$ cat src/rtl/approx_mac_seq.sv
// Purpose : sequential approximate MAC; shift-add product and accumulation use a lower-part-OR adder.
// Latency : W MUL cycles plus one ACC cycle per pair; out_valid follows the last pair's ACC cycle.
// Backpr. : in_ready is low until the pair is accumulated; a pending result holds until out_ready.
module approx_mac_seq #(
    parameter int W     = 8,
    parameter int K     = 4,
    parameter int ACC_W = 20
) (
    input  logic             clk,
    input  logic             rst_n,
    input  logic             in_valid,
    output logic             in_ready,
    input  logic [W-1:0]     a,
    input  logic [W-1:0]     b,
    input  logic             last,
    output logic             out_valid,
    input  logic             out_ready,
    output logic [ACC_W-1:0] acc_out,
    output logic             ovf
);

    localparam int IW = (W > 1) ? $clog2(W) : 1;
    localparam logic [IW-1:0] I_LAST = IW'(W - 1);

    // Masks selecting the K approximate (OR-only) low bits of each adder.
    localparam logic [2*W-1:0] P_ONE = {{(2*W-1){1'b0}}, 1'b1};
    localparam logic [2*W-1:0] P_LO  = (P_ONE << K) - P_ONE;
    localparam logic [ACC_W-1:0] A_ONE = {{(ACC_W-1){1'b0}}, 1'b1};
    localparam logic [ACC_W-1:0] A_LO  = (A_ONE << K) - A_ONE;

    typedef enum logic [1:0] {
        IDLE = 2'd0,
        MUL  = 2'd1,
        ACC  = 2'd2,
        DONE = 2'd3
    } state_t;

    // Product-width approximate add. Masking the low bits out of the exact
    // part means no carry enters bit K; the carry out of the top bit drops.
    function automatic logic [2*W-1:0] add_p(input logic [2*W-1:0] x,
                                             input logic [2*W-1:0] y);
        add_p = ((x & ~P_LO) + (y & ~P_LO)) | ((x | y) & P_LO);
    endfunction

    // Accumulator-width approximate add; bit ACC_W carries the carry-out.
    function automatic logic [ACC_W:0] add_acc(input logic [ACC_W-1:0] x,
                                               input logic [ACC_W-1:0] y);
        logic [ACC_W:0] xe;
        logic [ACC_W:0] ye;
        xe = {1'b0, x & ~A_LO};
        ye = {1'b0, y & ~A_LO};
        add_acc = (xe + ye) | {1'b0, (x | y) & A_LO};
    endfunction

    state_t           state_q, state_d;
    logic [W-1:0]     a_q, a_d;
    logic [W-1:0]     b_q, b_d;
    logic             last_q, last_d;
    logic [2*W-1:0]   p_q, p_d;
    logic [IW-1:0]    i_q, i_d;
    logic [ACC_W-1:0] acc_q, acc_d;
    logic             ovf_q, ovf_d;

    logic [2*W-1:0]   a_shift;
    logic [ACC_W:0]   acc_sum;

    assign a_shift = {{W{1'b0}}, a_q} << i_q;
    assign acc_sum = add_acc(acc_q, ACC_W'(p_q));

    assign acc_out = acc_q;
    assign ovf     = ovf_q;

    // State and datapath registers; reset discards any partial dot product.
    always_ff @(posedge clk or negedge rst_n) begin
        if (!rst_n) begin
            state_q <= IDLE;
            a_q     <= '0;
            b_q     <= '0;
            last_q  <= 1'b0;
            p_q     <= '0;
            i_q     <= '0;
            acc_q   <= '0;
            ovf_q   <= 1'b0;
        end else begin
            state_q <= state_d;
            a_q     <= a_d;
            b_q     <= b_d;
            last_q  <= last_d;
            p_q     <= p_d;
            i_q     <= i_d;
            acc_q   <= acc_d;
            ovf_q   <= ovf_d;
        end
    end

    // Next-state, datapath updates and handshake outputs.
    always_comb begin
        state_d   = state_q;
        a_d       = a_q;
        b_d       = b_q;
        last_d    = last_q;
        p_d       = p_q;
        i_d       = i_q;
        acc_d     = acc_q;
        ovf_d     = ovf_q;
        in_ready  = 1'b0;
        out_valid = 1'b0;

        case (state_q)
            IDLE: begin
                in_ready = 1'b1;
                if (in_valid) begin
                    a_d     = a;
                    b_d     = b;
                    last_d  = last;
                    p_d     = '0;
                    i_d     = '0;
                    state_d = MUL;
                end
            end
            MUL: begin
                // One multiplier bit per cycle, LSB first.
                if (b_q[i_q]) begin
                    p_d = add_p(p_q, a_shift);
                end
                if (i_q == I_LAST) begin
                    state_d = ACC;
                end else begin
                    i_d = i_q + 1'b1;
                end
            end
            ACC: begin
                // Saturation is sticky for the rest of the dot product.
                if (acc_sum[ACC_W] || ovf_q) begin
                    acc_d = '1;
                    ovf_d = 1'b1;
                end else begin
                    acc_d = acc_sum[ACC_W-1:0];
                end
                state_d = last_q ? DONE : IDLE;
            end
            DONE: begin
                out_valid = 1'b1;
                if (out_ready) begin
                    acc_d   = '0;
                    ovf_d   = 1'b0;
                    state_d = IDLE;
                end
            end
            default: begin
                state_d = IDLE;
            end
        endcase
    end

endmodule
$ cat config.mk
export PLATFORM = sky130hd
export DESIGN_NAME = approx_mac_seq
export DESIGN_NICKNAME = d
export VERILOG_FILES = /design/src/rtl/approx_mac_seq.sv
export SDC_FILE = /design/constraint.sdc
export NUM_CORES = 1
export LEC_CHECK = 0
export ABC_AREA = 1
export CAP_MARGIN = 20
export CORE_ASPECT_RATIO = 0.7
export CORE_MARGIN = 8
export CORE_UTILIZATION = 45
export CTS_CLUSTER_DIAMETER = 80
export DETAILED_ROUTE_END_ITERATION = 6
export PLACE_DENSITY = 0.66
export SLEW_MARGIN = 15
export SYNTH_ARGS = -nofsm -noshare
export SYNTH_HDL_FRONTEND = slang
export SYNTH_SLANG_ARGS = --single-unit
export TNS_END_PERCENT = 10
$ cat constraint.sdc
create_clock -name clk -period 4.1 [get_ports clk]
set_clock_uncertainty 0.05 [all_clocks]
set_input_delay 0.82 -clock clk [delete_from_list [all_inputs] [get_ports clk]]
set_output_delay 0.82 -clock clk [all_outputs]
set_load 0.01 [all_outputs]
# == Yosys cells after proc, flatten, opt, wreduce, memory -nomap -nowiden ==
# Cells that the tools add are included.
# word_totals
reg_bits,59
latch_bits,0
ram_bits,0
mem_bits_ro,0
inputBits,21
out_inout_bits,23
wordCells,58
n_memories,0
# classes
add_sub_neg,3
mul,0
div,0
order_cmp,1
n_eq_ne,10
shifts,1
mux,21
bitwise,4
n_reduce_logical,10
# op_table
op,n
20-bit two-way mux,2
20-bit one-hot mux with 2 select lines,1
16-bit two-way mux,2
16-bit one-hot mux with 2 select lines,1
20-bit by 16-bit adder with 21-bit output,1
21-bit by 4-bit bitwise OR with 21-bit output,1
16-bit adder,1
16-bit by 4-bit bitwise OR with 16-bit output,1
8-bit by 3-bit left shift with 16-bit output,1
"2-bit inequality test, second input constant",6
3-bit AND reduction,4
2-bit two-way mux,4
4-bit bitwise OR,2
2-bit one-hot mux with 4 select lines,1
3-bit two-way mux,2
3-bit one-hot mux with 2 select lines,1
1-bit two-way mux,5
"2-bit == test, second input constant",2
"3-bit by 4-bit < comparator with 1-bit output, second input constant",1
2-bit AND reduction,2
2-bit nonzero test,2
"3-bit by 1-bit adder with 3-bit output, second input constant",1
1-bit binary-select mux with 3-bit select,1
"3-bit == test, second input constant",1
4 further kinds,4

# == Logic depth before layout (Yosys ltp) ==
# depth
word_depth,5
mapped_depth,17
mapped_depth_nobuf,16

# == Worst setup path before layout ==
# No wires, ideal clock.
# synth_path
path_kind,register -> register
startpoint,register i_q[0]
endpoint,register p_q[8]
arrival_ps,2265
required_ps,3924
slack_ps,1659
path_stages_with_launch,14
path_cell_list,dfrtp_1 -> buf_6 -> buf_2 -> nand2_1 -> o21ai_0 -> o21ai_0 -> o21ai_0 -> ha_1 -> fa_1 -> nand3_1 -> nand2_1 -> or2_2 -> nand3_1 -> o21ai_0
# synth_via
elab_chain_len,5
elab_cells_between_ends,9
# synth_lines
item,line_no,rtl
"start, declared",60,"logic [IW-1:0] i_q, i_d;"
"start signal, assigned",90,i_q <= i_d;
8-bit by 3-bit left shift with 16-bit output,67,"assign a_shift = {{W{1'b0}}, a_q} << i_q;"
16-bit adder,42,add_p = ((x & ~P_LO) + (y & ~P_LO)) | ((x | y) & P_LO);
16-bit by 4-bit bitwise OR with 16-bit output,42,
16-bit two-way mux,123,if (b_q[i_q]) begin
16-bit one-hot mux with 2 select lines,109,case (state_q)
"end signal, assigned",89,p_q <= p_d;
"end, declared",59,"logic [2*W-1:0] p_q, p_d;"
# Several ways; a longest one is shown, not always the timed one. The select of a mux whose other input is x is not followed.
# A chain may end at the register's enable or synchronous reset.

# == Final worst setup path ==
# Ends and elaborated chain as after synthesis.

==> summary.md <==
| Metric | Value |
|---|---|
| Run status | `completed` |
| Util after Layout | `0.549` |
| Worst Setup End Kind | `register` |
| Ys flop type | `dfrtp_1` |
| RSZ-0062 raised after global routing | `false` |
| Number of remaining DRC errors | `0` |
| Synthesized area | `0.00423 mm^2` |
| Antenna violations before repair | `0` |
| Routed wire length per instance | `14.2 um` |
| Num CTS Buffers | `9` |
| CTS Hold Bufs | `0` |
| Synth Register Bits | `59` |
| Synthesized Nets | `660` |
| GRT overflow | `0` |
| Slew Viols, Final | `0` |
| Worst vdd ir | `0.371 mV` |
| Avg Inst Size Synth | `6.91 um^2` |
| Post-synth top area cell | `dfrtp_1` |
| CP startpoint kind | `register` |
| Deepest clock path buffer count | `2` |
| Placer Congestion | `0.974` |
| Initial Util | `0.464` |
| Max-cap violations | `0` |
| Setup TNS | `0 ps` |
| Leakage Power | `0.00267 uW` |
| Seq/Total Area, Yosys | `0.349` |
| H-tree lvl count | `3` |
| Final Hold Viols | `0` |
| Horiz. Die Dim | `132 um` |
| Core Box Area | `0.00911 mm^2` |
| Post-Synthesis Cells | `612` |
| Power Density | `825 mW/mm^2` |
| NumNets Final | `701` |
| Slew @ Worst Pin | `815 ps` |
| FP Rows | `29` |
| Period utilization | `0.737` |
| Post-DP HPWL | `8.64 mm` |
| Layout overhead on the synthesized area | `18.1%` |
| Starting DRT DRC Count | `366` |
| CP Data Required Time | `4260 ps` |
| CTS tree | `done` |
| Netlist cell types | `38` |
| Worst EP arrival | `3180 ps` |
| Vias/cell | `5.11` |
| CTS Sinks | `59` |
| Chip height | `97.1 um` |
| Rel. slew slack | `0.457` |
| PortBufs | `43` |
| # setup viols final | `0` |
| DR pass1 iterations | `5` |
| DRT antenna net count | `0` |
| Share of post-route cells with drive strength above 1 | `0.0760` |
| Root Driver | `clkbuf_16` |
| Setup bufs post-CTS | `0` |
| Post-CTS sizing | `0` |
| Kind of critical path | `reg -> reg` |
| First-pass GRT wire length | `18.1 mm` |
| Vias in the first global route | `3578` |
| FFs w/ async S/R, synth | `1.00` |
| Fin area | `0.00500 mm^2` |
| Antenna Cells | `0` |
| Clock-pin slew on the worst setup and hold paths | `60 ps` |
| Placed cell area | `0.00472 mm^2` |
| Top post-synthesis cells by area | `dfrtp_1, nand2_1, ha_1` |
| Type of the worst min-delay path | `reg -> reg` |
| Synth warn | `0` |
| Minimum clock period | `3020 ps` |
| Total Wirelength | `11.1 mm` |
| Die ar. | `0.0128 mm^2` |
| GRT Util Overall | `0.173` |
| Vias | `3998` |
| Largest net degree at the start of global routing | `37` |
| I/O pin count | `44` |
| FMAX | `0.331 GHz` |
| Count leader, synth | `nand2_1` |
| Post-synth top area share | `0.349` |
| Synth top cells by count | `nand2_1, inv_1, dfrtp_1` |
| Worst-path fanout max | `20` |
| EDFF count, synth | `0` |
| Worst skew pair latency | `330 ps` |
[where the power goes]
group | leakage (uW) | switching (uW) | internal (uW)
Sequential | 0.000730 | 268 | 849
Combinational | 0.00180 | 1410 | 893
Clock | 0.000139 | 283 | 425
Total | 0.00267 | 1960 | 2170
[final timing paths]
check                       start           to  slack, ps  cells after the start
max                        i_q[0]       p_q[8]       1080                     10
min                        p_q[3]       p_q[3]        460                      2
max reg2reg                i_q[0]       p_q[8]       1080                     10
min reg2reg                p_q[3]       p_q[3]        460                      2
max in group asynchronous   rst_n      p_q[13]       2640                      2
min in group asynchronous   rst_n  acc_out[16]        520                      1
[placed cells by master, fill, tap and decap left out, types with 2 or more instances in the layout]
cell             instances
ha_1                    25
inv_4                    2
inv_1                   67
nor3_1                   3
nand3_1                 48
nand3b_1                 5
a21oi_1                 24
nor2_1                  54
and2_1                   2
buf_4                    2
a31oi_1                  2
nor2_2                   2
a21o_1                   2
mux2i_1                  3
o21ai_0                 37
or2_2                    6
nor2_4                   2
inv_2                    4
clkdlybuf4s50_1         42
nand2_2                  2
o22ai_1                  3
dfrtp_1                 59
nand2_1                218
clkbuf_16                9
nand3_2                  8
clkinv_2                 3
nand4_1                  8
nand2_4                  2
fa_1                     2
[per-layer routing]
layer  wire length, um  global-route usage  up-vias
met5                 0                   0        -
met4                94              0.0440        0
met3               834              0.0496        8
met2              4320               0.225      137
met1              5870               0.266     1809
li1                  -                   -     2044
[critical path: stages, from the launching register on]
cell     delay, ps
dfrtp_1        750
o21ai_0        260
o21ai_0        290
o21ai_0        130
ha_1           240
fa_1           460
nand3_1        110
nand2_1        120
or2_2          310
nand3_1         80
o21ai_0         90
[through the flow]
step / instances / power, uW / worst slack (ps) / hold WS (ps)
2_1_floorplan: 612 / 2740 / 1660 / 406
3_3_place_gp: 766 / 3360 / 1260 / 443
3_5_place_dp: 766 / 3400 / 1150 / 454
4_1_cts: 782 / 4130 / 1150 / 466
5_1_grt: 782 / 4500 / 835 / 509
6_report: 782 / 4120 / 1080 / 457
[cell type report]
class / instances / area (um^2)
flip-flops and latches: 59 / 1480
multi-input cells: 465 / 2370
clock inverters: 6 / 40.0
well taps: 124 / 155
repair buffers: 45 / 440
fillers: 902 / 4110
inverters: 73 / 279
clock buffers: 10 / 239
[flip-flops by register name (all words and copies together) (netlist names)]
signal	cells
b_q	8
last_q	1
acc_out	20
ovf	1
p_q	16
a_q	8
state_q	2
i_q	3
[kinds of logic after synthesis]
kind of cell | synth area share
simple gates | 0.378
mux | 0.00710
buf+inv | 0.0917
flops | 0.349
fa+ha+maj | 0.0834
compound gates | 0.0905
Power figures use the tool's default switching activity.
